===== config.mk =====
export PLATFORM = sky130hd
export DESIGN_NAME = i2c_bus_monitor
export DESIGN_NICKNAME = d
export VERILOG_FILES = /design/src/rtl/i2c_bus_monitor.sv
export SDC_FILE = /design/constraint.sdc
export NUM_CORES = 1
export LEC_CHECK = 0
export ABC_AREA = 1
export ABC_CLOCK_PERIOD_IN_PS = 2300
export BUFFER_PORTS_ARGS = -buffer_cell sky130_fd_sc_hd__buf_4
export CORE_ASPECT_RATIO = 0.5
export CORE_MARGIN = 1.5
export CORE_UTILIZATION = 59
export DETAILED_ROUTE_END_ITERATION = 8
export GPL_TIMING_DRIVEN = 0
export HOLD_SLACK_MARGIN = 0.15
export PLACE_DENSITY = 0.81
export RECOVER_POWER = 50
export SLEW_MARGIN = 20
export SYNTH_ARGS = -nofsm -noshare
export SYNTH_HDL_FRONTEND = slang
export SYNTH_SLANG_ARGS = --single-unit

===== constraint.sdc =====
create_clock -name pclk -period 2.3 [get_ports pclk]
set_input_delay 0.46 -clock pclk [delete_from_list [all_inputs] [get_ports pclk]]
set_output_delay 0.46 -clock pclk [all_outputs]
set_load 0.01 [all_outputs]

===== src/rtl/i2c_bus_monitor.sv =====
// Passive I2C observer: sync/filter SCL/SDA, detect S/Sr/P,
// deserialise bytes + ACK onto a valid/ready output slot.
module i2c_bus_monitor #(
  parameter int SYNC_STAGES = 2,
  parameter int FILTER_LEN  = 3
) (
  input  logic       pclk,
  input  logic       preset,
  input  logic       en_i,
  input  logic       scl_i,
  input  logic       sda_i,
  output logic       start_o,
  output logic       rstart_o,
  output logic       stop_o,
  output logic       trunc_o,
  output logic       busy_o,
  output logic       byte_valid_o,
  output logic [7:0] byte_o,
  output logic       ack_o,
  output logic       first_o,
  input  logic       byte_ready_i,
  output logic       overrun_o,
  input  logic       clr_ovr_i
);

  localparam int CW = $clog2(FILTER_LEN + 1);

  typedef enum logic {
    IDLE,
    RECV
  } state_t;

  logic [1:0]             pins;
  logic [SYNC_STAGES-1:0] sync [2];
  logic [CW-1:0]          cnt  [2];
  logic [1:0]             s;
  logic [1:0]             f;
  logic [1:0]             p;

  state_t     state;
  logic [3:0] bit_cnt;
  logic [7:0] shreg;
  logic       first_q;
  logic       pend;

  logic start_c;
  logic stop_c;
  logic scl_rise;
  logic scl_fall;
  logic byte_done;
  logic partial;

  assign pins = {sda_i, scl_i};

  always_comb begin
    for (int i = 0; i < 2; i++) begin
      s[i] = sync[i][SYNC_STAGES-1];
    end
  end

  always_ff @(posedge pclk) begin
    if (preset) begin
      for (int i = 0; i < 2; i++) begin
        sync[i] <= '1;
        cnt[i]  <= '0;
      end
      f <= '1;
      p <= '1;
    end else begin
      p <= f;
      for (int i = 0; i < 2; i++) begin
        sync[i] <= {sync[i][SYNC_STAGES-2:0], pins[i]};
        if (s[i] == f[i]) begin
          cnt[i] <= '0;
        end else if (cnt[i] == CW'(FILTER_LEN - 1)) begin
          f[i]   <= s[i];
          cnt[i] <= '0;
        end else begin
          cnt[i] <= cnt[i] + 1'b1;
        end
      end
    end
  end

  // index 0 = SCL, 1 = SDA
  assign start_c  = p[1] & ~f[1] & p[0] & f[0];
  assign stop_c   = ~p[1] & f[1] & p[0] & f[0];
  assign scl_rise = ~p[0] & f[0];
  assign scl_fall = p[0] & ~f[0];

  assign byte_done = en_i && (state == RECV) &&
                     scl_rise && (bit_cnt == 4'd8);

  // The SCL high phase carrying an Sr/P is not a data bit.
  assign partial = (bit_cnt != {3'b000, pend});

  always_ff @(posedge pclk) begin
    if (preset) begin
      state        <= IDLE;
      bit_cnt      <= '0;
      shreg        <= '0;
      first_q      <= 1'b0;
      pend         <= 1'b0;
      start_o      <= 1'b0;
      rstart_o     <= 1'b0;
      stop_o       <= 1'b0;
      trunc_o      <= 1'b0;
      busy_o       <= 1'b0;
      byte_valid_o <= 1'b0;
      byte_o       <= '0;
      ack_o        <= 1'b0;
      first_o      <= 1'b0;
      overrun_o    <= 1'b0;
    end else begin
      start_o  <= 1'b0;
      rstart_o <= 1'b0;
      stop_o   <= 1'b0;
      trunc_o  <= 1'b0;

      if (!en_i) begin
        state   <= IDLE;
        busy_o  <= 1'b0;
        bit_cnt <= '0;
        pend    <= 1'b0;
      end else begin
        unique case (state)
          IDLE: begin
            if (start_c) begin
              state   <= RECV;
              start_o <= 1'b1;
              busy_o  <= 1'b1;
              bit_cnt <= '0;
              pend    <= 1'b0;
              first_q <= 1'b1;
            end
          end
          RECV: begin
            unique case (1'b1)
              start_c: begin
                rstart_o <= 1'b1;
                trunc_o  <= partial;
                bit_cnt  <= '0;
                shreg    <= '0;
                pend     <= 1'b0;
                first_q  <= 1'b1;
              end
              stop_c: begin
                stop_o  <= 1'b1;
                trunc_o <= partial;
                busy_o  <= 1'b0;
                bit_cnt <= '0;
                pend    <= 1'b0;
                state   <= IDLE;
              end
              scl_rise: begin
                if (bit_cnt == 4'd8) begin
                  bit_cnt <= '0;
                  first_q <= 1'b0;
                end else begin
                  shreg   <= {shreg[6:0], f[1]};
                  bit_cnt <= bit_cnt + 4'd1;
                  pend    <= 1'b1;
                end
              end
              scl_fall: pend <= 1'b0;
              default: ;
            endcase
          end
          default: state <= IDLE;
        endcase
      end

      if (byte_valid_o && byte_ready_i) begin
        byte_valid_o <= 1'b0;
      end
      if (clr_ovr_i) begin
        overrun_o <= 1'b0;
      end
      if (byte_done) begin
        if (!byte_valid_o || byte_ready_i) begin
          byte_o       <= shreg;
          ack_o        <= ~f[1];
          first_o      <= first_q;
          byte_valid_o <= 1'b1;
        end else begin
          overrun_o <= 1'b1;
        end
      end
    end
  end

endmodule


==> metrics.md, run 1 <==
| Metric | Value |
|---|---|
| Hold Violations, Final | `0` |
| Final worst path period share | `70.0%` |
| Finish-stage setup viols | `0` |
| Wire length per cell | `between 10 and 15 um` |
| Total of buffers placed on input and output ports | `22` |
| Critical path endpoint category | `flip-flop` |
| Via count of the first global-routing pass | `1,381` |
| Floorplan core area | `2750 um^2` |
| Final cell count without fillers | `284` |
| Largest fanout on the critical path | `9` |
| Setup repair after global routing missed its margin | `no` |
| Kind of start point of the critical path | `flip-flop` |
| DP HPWL | `2.65 mm` |
| Initial cell density of the core | `65.5%` |
| Worst path arrival time | `1820 ps` |
| Uppermost metal layer occupied by signal nets | `met4` |
| Placed cell count | `about 280` |
| Num CTS Buffers | `5` |
| Met2 wire len | `1.78 mm` |
| Post-Synthesis Cells | `214` |
| Number of gates resized after cts | `0` |
| Relative max-transition margin | `64.0%` |
| TritonCTS clock tree | `built` |
| DIE HEIGHT | `42.1 um` |
| Via density per instance | `between 5 and 6` |
| Total wirelength of the detailed-routed design | `roughly 3.8 mm` |
| Final antenna-violating net count | `0` |
| Global-route congestion overflow total | `0` |
| Leakage power | `about 0.84 nW` |
| Achievable frequency | `about 0.62 GHz` |
| Total length of routed met3 wires | `244 um` |
| Post-route cell area | `2080 um^2` |
| Initial antenna violation count | `0` |
| Top library cells by usage in the layout, fill and taps aside | `dfxtp_1 (40), nand2_1 (36), a21oi_1 (31), nand3_1 (26), inv_1 (21)` |
| H-tree depth reported by CTS | `2` |
| Clk slew on worst S/H paths | `80 ps` |
| Total area of multi-input combinational cells | `764 um^2` |
| Die X | `81.2 um` |
| Total track usage | `24.3%` |
| Routability congestion estimate from global placement | `about 0.85` |
| Yosys warnings | `0` |
| Transition time of the tightest slew-check pin | `between 500 and 600 ps` |
| Worst Reg2Reg Path Length in Cells | `7` |
| Final nets | `257` |
| Worst Path Class, Setup | `reg2reg` |
| Worst Hold Margin | `347 ps` |
| Post-route DRC violation count | `0` |
| Count of max-cap constraint violations | `0` |
| FF+latch count, synth | `44` |
| I/O pin total | `24` |
| ANT cells | `0` |
| Portion of the post-synthesis area used by sequential elements | `51.1%` |
| Max-slew violation total from the final report | `0` |
| Routed length on met1 | `1.71 mm` |
| Data required time of the critical path | `2510 ps` |
| Worst min-delay path category | `in2reg` |
| Vias post-DR | `1,543` |
| Worst Skew | `6.60 ps` |
| Status | `completed` |
| Pwr per Cell Area | `667 nW/um^2` |
| Clock net sink count | `44` |
| Most frequent standard cell in the layout excluding fill and tap cells | `dfxtp_1` |
| Placed instance area | `2020 um^2` |
| Maximum number of pins on one net before global-route repair | `14` |
| Post-synth design cell area | `between 1500 and 2000 um^2` |
| First-pass GRT wire length | `6.20 mm` |
| Final period demand of the worst path | `1610 ps` |
| Area growth from synthesis to layout | `15.2%` |
| Avg Inst Size Synth | `8.42 um^2` |
| Library cell used as clock root buffer | `clkbuf_8` |
| Peak supply drop | `0.000432 V` |
| Seq. cell area | `921 um^2` |
| Fraction of final layout cells with drive strength greater than 1 | `14.6%` |
| Drt first pass iters | `5` |
| Post-CTS setup buffer count | `0` |
| Count of hold-fix buffers inserted at cts | `0` |
| Hold-critical path depth | `2` |
| Num rows | `13` |
| Count of fill cells added during filler insertion | `between 200 and 250` |
| DR iter-0 viols | `67` |
| Clk buf depth | `2` |
| Sum of negative setup slack | `0 ps` |
| Synth cell types | `29` |
| Clk Latency, worst-skew pair | `290 ps` |
| Die area | `3410 um^2` |
| Share of the core filled with cells | `75.5%` |
==> cells by family (layout without fill, tap and decap cells) <==
logic type      Yosys count  after routing  share of synthesized area [%]
simple gates             93             93                           26.5
flops                    44             44                           51.1
compound gates           39             39                           11.4
buf+inv                  31             61                           7.08
fa+ha+maj                 4              4                           2.78
xor+xnor                  2              2                          0.972
other cells               1              4                          0.208
==> through the flow <==
stage	worst slack, ps	total power, mW
global route	641	1.43
global placement	812	0.873
CTS	714	1.39
detailed placement	792	0.877
finish	691	1.39
floorplan	1010	0.854
==> worst paths after layout <==
path	endpoint	slack (ps)	startpoint
min reg2reg	sync[0][1]	410	sync[0][0]
max reg2reg	shreg[7]	690	bit_cnt[0]
max	shreg[7]	690	bit_cnt[0]
min	sync[0][0]	350	scl_i
==> flip-flops by register name (all words and copies together) (netlist names), 2 cells and up <==
signal   cells
p            2
shreg        8
byte_o       8
f            2
cnt          4
sync         4
bit_cnt      4
==> power breakdown <==
group          total (mW)  internal [mW]  switching [mW]
clock               0.526          0.274           0.252
sequential          0.794          0.785         0.00891
combinational      0.0652         0.0221          0.0430
==> cells in the mapped netlist <==
master    instances  share of area, %
nand3_1          26               7.2
clkbuf_4          1              0.42
dfxtp_1          40                44
and2_1            1              0.35
a21oi_2           1              0.49
nor4_1            1              0.35
nand2_4           1              0.62
conb_1            1              0.21
nand4_1           4               1.4
a21oi_1          31               8.6
edfxtp_1          4               6.7
clkbuf_1          3              0.62
o211ai_1          2              0.83
xor2_1            2              0.97
ha_1              4               2.8
nand2_2           2              0.69
buf_6             1              0.62
nand2_1          36               7.5
nand3_2           1              0.56
nand3_4           2               1.9
o21ai_0           4               1.1
nor2_1           12               2.5
nor3_4            1              0.90
or2_2             4               1.4
nor2_4            1              0.62
inv_2             7               1.5
o22ai_1           1              0.35
nand3b_1          1              0.42
inv_1            19               4.0
==> worst max-delay path: stages (launching register included) <==
cell and delay (ps):
dfxtp_1 450, inv_1 100, ha_1 240, nand3_4 160, nand3_4 150, inv_2 170, nand2_1 80, a21oi_1 180
==> final cells by class <==
cell class                      count  share of cell area (%)
Inverter                           26                    4.70
Multi-Input combinational cell    142                    36.8
Timing Repair Buffer               22                    5.61
Clock buffer                        8                    4.82
Tap cell                           37                    2.23
Sequential cell                    44                    44.4
Buffer                              5                    1.45
==> routing by layer <==
layer	GRT usage (%)	vias to the layer above
li1	-	765
met5	0	-
met1	29.5	714
met2	41.2	55
met3	7.17	9
met4	8.28	0
Power figures use the tool's default switching activity.
==> run 2, diff against run 1 <==
--- a/config.mk
+++ b/config.mk
@@ -6,15 +6,15 @@
 export NUM_CORES = 1
 export LEC_CHECK = 0
 export ABC_AREA = 1
-export ABC_CLOCK_PERIOD_IN_PS = 2300
+export ABC_CLOCK_PERIOD_IN_PS = 1630
 export BUFFER_PORTS_ARGS = -buffer_cell sky130_fd_sc_hd__buf_4
 export CORE_ASPECT_RATIO = 0.5
 export CORE_MARGIN = 1.5
-export CORE_UTILIZATION = 59
+export CORE_UTILIZATION = 56
 export DETAILED_ROUTE_END_ITERATION = 8
 export GPL_TIMING_DRIVEN = 0
 export HOLD_SLACK_MARGIN = 0.15
-export PLACE_DENSITY = 0.81
+export PLACE_DENSITY = 0.78
 export RECOVER_POWER = 50
 export SLEW_MARGIN = 20
 export SYNTH_ARGS = -nofsm -noshare
==> constraint.sdc (replaced) <==
create_clock -name pclk -period 1.63 [get_ports pclk]
set_input_delay 0.326 -clock pclk [delete_from_list [all_inputs] [get_ports pclk]]
set_output_delay 0.326 -clock pclk [all_outputs]
set_load 0.01 [all_outputs]
==> run 2 against run 1 <==
  * Die area is 5.1% higher
  * Register-to-register slack worse by 550 ps
  * Fmax rose by 7.8%
  * Combinational power is 35% higher
  * Total power grew 47%
  * First-iteration DRC count fell by 12%
  * Flip-flop and latch count unchanged
  * Setup slack got worse by 550 ps
  * Largest cell class unchanged
  * Highest routed layer unchanged
==> metrics.md, run 2 (same netlist as run 1, synthesis figures left out) <==
| Metric | Value |
|---|---|
| Achievable frequency | `approximately 0.67 GHz` |
| End point of the most critical hold path | `sync[0][0]` |
| Leakage power | `0.828 nW` |
| Switching Fraction | `21.6%` |
| Hold Violations, Final | `0` |
| Share of total power in sequential cells | `55.1%` |
| Setup repair after global routing missed its margin | `no` |
| Num CTS Buffers | `5` |
| Worst Hold Margin | `206 ps` |
| Highest-delay cell along the critical path | `dfxtp_2` |
| Die X | `83.2 um` |
| Max-slew violation total from the final report | `0` |
| Critical path origin | `bit_cnt[0]` |
| Final cell count without fillers | `287` |
| Status | `completed` |
| Relative max-transition margin | `66.6%` |
| Post-CTS setup buffer count | `0` |
| Post-route DRC violation count | `0` |
| Count of hold-fix buffers inserted at cts | `0` |
| Peak supply drop | `0.000571 V` |
| DIE HEIGHT | `43.1 um` |
| Sum of negative setup slack | `0 ps` |
| Wire length per cell | `~12 um` |
| Series of cell instances along the critical path | `inv_1 > ha_1 > nand3_4 > nor3_4 > nand2_2 > nand2_1 > a21oi_1` |
| Count of max-cap constraint violations | `0` |
| Fraction of final layout cells with drive strength greater than 1 | `13.0%` |
| Total track usage | `20.4%` |
| Final nets | `between 200 and 300` |
| Kind of start point of the critical path | `flip-flop` |
| DP HPWL | `2.42 mm` |
| ANT cells | `0` |
| Worst Reg2Reg Path Length in Cells | `7` |
| Clock net sink count | `44` |
| Drt first pass iters | `4` |
| Total of buffers placed on input and output ports | `22` |
| Num rows | `14` |
| I/O pin total | `24` |
| Largest stage delay on the critical path | `360 ps` |
| Pwr per Cell Area | `about 1000 nW/um^2` |
| Initial cell density of the core | `59.5%` |
| R2R Path End | `ack_o` |
| Transition time of the tightest slew-check pin | `501 ps` |
| Most frequent standard cell in the layout excluding fill and tap cells | `dfxtp_1` |
| Hold-critical path depth | `2` |
| Largest fanout on the critical path | `10` |
| Library cell used as clock root buffer | `clkbuf_8` |
| Maximum number of pins on one net before global-route repair | `14` |
| Global-route congestion overflow total | `0` |
| Floorplan core area | `between 3000 and 4000 um^2` |
| Via density per instance | `5.08` |
| Power Internal | `1.59 mW` |
| Die area | `3590 um^2` |
| Routability congestion estimate from global placement | `between 0.8 and 0.9` |
| Clock power share | `40.6%` |
| Share of power burned in combinational logic | `4.3%` |
| Vias post-DR | `1,459` |
| Placed cell count | `~280` |
| Worst Skew | `9.32 ps` |
| Clk slew on worst S/H paths | `roughly 80 ps` |
| H-tree depth reported by CTS | `2` |
| Worst reg2reg path startpoint | `bit_cnt[0]` |
| Top library cells by usage in the layout, fill and taps aside | `dfxtp_1 (39), nand2_1 (36), a21oi_1 (31), nand3_1 (26), inv_1 (22)` |
| Largest registers ranked by flip-flop count | `byte_o: 8 flops, shreg: 8 flops` |
| Final period demand of the worst path | `1490 ps` |
| Worst Path Class, Setup | `reg2reg` |
| Final antenna-violating net count | `0` |
| Worst path arrival time | `1650 ps` |
| Total wirelength of the detailed-routed design | `3.39 mm` |
| Number of gates resized after cts | `0` |
| Final worst path period share | `91.6%` |
| Count of fill cells added during filler insertion | `roughly 270` |
| Worst min-delay path category | `in2reg` |
| Data required time of the critical path | `1790 ps` |
| Critical path endpoint category | `flip-flop` |
| Finish-stage setup viols | `0` |
| Clk buf depth | `2` |
| Worst R2R Setup Slack | `roughly 140 ps` |
| Initial antenna violation count | `0` |
| TritonCTS clock tree | `built` |
| First-pass GRT wire length | `5.71 mm` |
| Area growth from synthesis to layout | `15.1%` |
| Clk Latency, worst-skew pair | `300 ps` |
| DR iter-0 viols | `59` |
| Via count of the first global-routing pass | `1,325` |
| Launch point of the worst hold path | `scl_i` |
| Net switching component of the power | `approximately 0.44 mW` |
-- run 2: per-layer routing --
| layer | global-route usage (%) | vias up | routed length [um] |
|---|---|---|---|
| li1 | - | 770 | - |
| met2 | 32.7 | 23 | 1520 |
| met3 | 6.42 | 8 | 151 |
| met5 | 0 | - | 0 |
| met4 | 9.00 | 0 | 50 |
| met1 | 25.8 | 658 | 1670 |
-- run 2: per-stage QoR --
stage                     utilization, %  power (mW)  cell area [um^2]  setup WS (ps)
after floorplan                        -        1.20              1810            345
after global placement              66.9        1.23              2030            182
after detailed placement            66.9        1.23              2030            115
after CTS                           70.5        2.05              2140           79.1
after global routing                68.4        2.10              2070           56.7
final                               68.4        2.03              2070            137
-- run 2: cell type report --
type                       instances  area (um^2)  share of cell area, %
buffer                             5         30.0                   1.45
clock inverter                     2         35.0                   1.69
sequential                        44          922                   44.5
multi-input combinational        142          764                   36.9
tap                               40         50.0                   2.41
timing repair buffer              22          101                   4.89
inverter                          26         97.6                   4.71
clock buffer                       6         72.6                   3.50
-- run 2: power groups by stage --
stage / registers (mW) / logic, mW / clock network (mW)
after floorplan: 1.14 / 0.0618 / 0
after global placement: 1.14 / 0.0872 / 0
after detailed placement: 1.15 / 0.0890 / 0
after CTS: 1.12 / 0.0892 / 0.837
after global routing: 1.12 / 0.0995 / 0.878
final: 1.12 / 0.0880 / 0.824
-- run 2: worst max path at each step --
stage | endpoint | slack [ps] | cells after the start
floorplan | ack_o | 340 | 7
global placement | first_o | 180 | 7
detailed placement | shreg[5] | 110 | 7
CTS | shreg[5] | 80 | 7
global route | shreg[6] | 60 | 7
finish | ack_o | 140 | 7
-- run 2: worst max-delay path, delay by kind of cell, from the launching register on --
| family | cells | cell delay [ps] |
|---|---|---|
| flops | 1 | 360 |
| compound gates | 1 | 60 |
| buf+inv | 1 | 80 |
| simple gates | 4 | 650 |
| fa+ha+maj | 1 | 190 |
==> run 3, diff against run 2 <==
--- a/config.mk
+++ b/config.mk
@@ -10,11 +10,11 @@
 export BUFFER_PORTS_ARGS = -buffer_cell sky130_fd_sc_hd__buf_4
 export CORE_ASPECT_RATIO = 0.5
 export CORE_MARGIN = 1.5
-export CORE_UTILIZATION = 56
+export CORE_UTILIZATION = 55
 export DETAILED_ROUTE_END_ITERATION = 8
 export GPL_TIMING_DRIVEN = 0
 export HOLD_SLACK_MARGIN = 0.15
-export PLACE_DENSITY = 0.78
+export PLACE_DENSITY = 0.77
 export RECOVER_POWER = 50
 export SLEW_MARGIN = 20
 export SYNTH_ARGS = -nofsm -noshare
==> run 3 against run 2 <==
  * Clock power is essentially flat
  * Fmax is 2.8% higher
  * Sequential share of layout area up 0.054 points
  * Sequential power about the same
  * Final cell count stayed put
  * Count of clock-buffer cells in the layout unchanged
  * Highest routed layer unchanged
  * Worst hold slack better by 9.5 ps
==> metrics.md, run 3 (same netlist as run 1, synthesis figures left out) <==
| Metric | Value |
|---|---|
| Largest registers ranked by flip-flop count | `byte_o: 8 flops, shreg: 8 flops` |
| Clk Latency, worst-skew pair | `290 ps` |
| Sum of negative setup slack | `0 ps` |
| Worst Skew | `6.49 ps` |
| Data required time of the critical path | `1850 ps` |
| First-pass GRT wire length | `about 6 mm` |
| Clk slew on worst S/H paths | `80 ps` |
| Fraction of final layout cells with drive strength greater than 1 | `12.6%` |
| Clock power share | `40.5%` |
| TritonCTS clock tree | `built` |
| Worst Hold Margin | `between 200 and 250 ps` |
| Post-route DRC violation count | `0` |
| Placed instance area | `2030 um^2` |
| Die area | `3650 um^2` |
| Worst path arrival time | `1670 ps` |
| Final worst path period share | `89.2%` |
| Global-route congestion overflow total | `0` |
| Total wirelength of the detailed-routed design | `3.48 mm` |
| Floorplan core area | `3070 um^2` |
| Via count of the first global-routing pass | `approximately 1,300` |
| Clock net sink count | `44` |
| Area growth from synthesis to layout | `14.9%` |
| Pwr per Cell Area | `982 nW/um^2` |
| Cell repeated most along the worst path | `nand3_4` |
| Worst slack at placement | `139 ps` |
| Status | `completed` |
| Maximum number of pins on one net before global-route repair | `14` |
| Post-route cell area | `2070 um^2` |
| Count of hold-fix buffers inserted at cts | `0` |
| Power Internal | `1.59 mW` |
| Most frequent standard cell in the layout excluding fill and tap cells | `dfxtp_1` |
| Series of cell instances along the critical path | `inv_1 > ha_1 > nand3_4 > nand3_4 > inv_2 > nand2_1 > a21oi_1` |
| Drt first pass iters | `4` |
| Post-CTS setup buffer count | `0` |
| Routability congestion estimate from global placement | `between 0.8 and 0.9` |
| Critical path endpoint category | `flip-flop` |
| Num rows | `14` |
| Share of total power in sequential cells | `roughly 55%` |
| Clk buf depth | `2` |
| Largest fanout on the critical path | `9` |
| H-tree depth reported by CTS | `2` |
| DP HPWL | `2.46 mm` |
| Vias post-DR | `1,504` |
| Top library cells by usage in the layout, fill and taps aside | `dfxtp_1 (39), nand2_1 (37), a21oi_1 (31), nand3_1 (26), inv_1 (22)` |
| ANT cells | `0` |
| Crit path buffers/inverters | `2` |
| Kind of start point of the critical path | `flip-flop` |
| Final antenna-violating net count | `0` |
| Worst Path Class, Setup | `reg2reg` |
| Peak supply drop | `around 0.00065 V` |
| Num CTS Buffers | `5` |
| Max-slew violation total from the final report | `0` |
| Worst min-delay path category | `in2reg` |
| Wire length per cell | `12.1 um` |
| Highest-delay cell along the critical path | `dfxtp_1` |
| Initial cell density of the core | `around three fifths` |
| DR iter-0 viols | `75` |
| Final period demand of the worst path | `about 1500 ps` |
| Setup repair after global routing missed its margin | `no` |
| Achievable frequency | `between 0.6 and 0.7 GHz` |
| Number of gates resized after cts | `0` |
| Largest stage delay on the critical path | `440 ps` |
| Switching Fraction | `21.6%` |
| Category of cells accounting for the largest share of critical-path delay | `flip-flops` |
| Final nets | `257` |
| Die X | `83.9 um` |
| Share of the core filled with cells | `67.6%` |
| Worst path setup slack after routing | `177 ps` |
| Leakage power | `0.827 nW` |
| Finish-stage setup viols | `0` |
| Via density per instance | `5.24` |
| I/O pin total | `24` |
| DIE HEIGHT | `approximately 43 um` |
| Hold Violations, Final | `0` |
| Count of max-cap constraint violations | `0` |
| Net switching component of the power | `0.440 mW` |
| Initial antenna violation count | `0` |
| Share of power burned in combinational logic | `under 10%` |
| Library cell used as clock root buffer | `clkbuf_8` |
| Total track usage | `20.6%` |
| Total of buffers placed on input and output ports | `22` |
==> run 3: cell types whose count changed in the layout (fill, tap and decap cells not counted) <==
| cell | change |
|---|---|
| nand2_1 | +1 |
| nand2_2 | -1 |
==> run 3: worst paths after layout <==
check	startpoint	endpoint	slack (ps)	depth (start not counted)
setup / recovery	bit_cnt[1]	shreg[4]	180	7
hold / removal	sda_i	sync[0][2]	210	2
setup reg to reg	bit_cnt[1]	shreg[4]	180	7
hold reg to reg	sync[0][0]	sync[0][1]	420	1
==> run 3: power by group through the flow <==
stage	Combinational (mW)	Clock (mW)	Sequential (mW)
CTS	0.0908	0.835	1.12
global route	0.101	0.876	1.12
floorplan	0.0618	0	1.14
detailed placement	0.0904	0	1.15
finish	0.0896	0.824	1.12
global placement	0.0877	0	1.14
==> run 3: layout make-up <==
type / instances / area, um^2
clock inverters: 2 / 35.0
plain buffers: 5 / 30.0
fillers: 255 / 995
repair buffers: 22 / 101
inverters: 26 / 97.6
clock buffers: 6 / 72.6
flip-flops and latches: 44 / 922
well taps: 40 / 50.0
multi-input cells: 142 / 762
==> run 3: per-layer routing <==
layer / track usage [%] / part of all wire (%)
met2: 33.4 / 46
met4: 6.56 / 0.66
met5: 0 / 0
met3: 7.05 / 4.9
met1: 26.8 / 48
==> run 3: stage by stage <==
step,power (mW),instances
2_1_floorplan,1.20,217
3_3_place_gp,1.23,279
3_5_place_dp,1.24,279
4_1_cts,2.05,287
5_1_grt,2.10,287
6_report,2.03,287
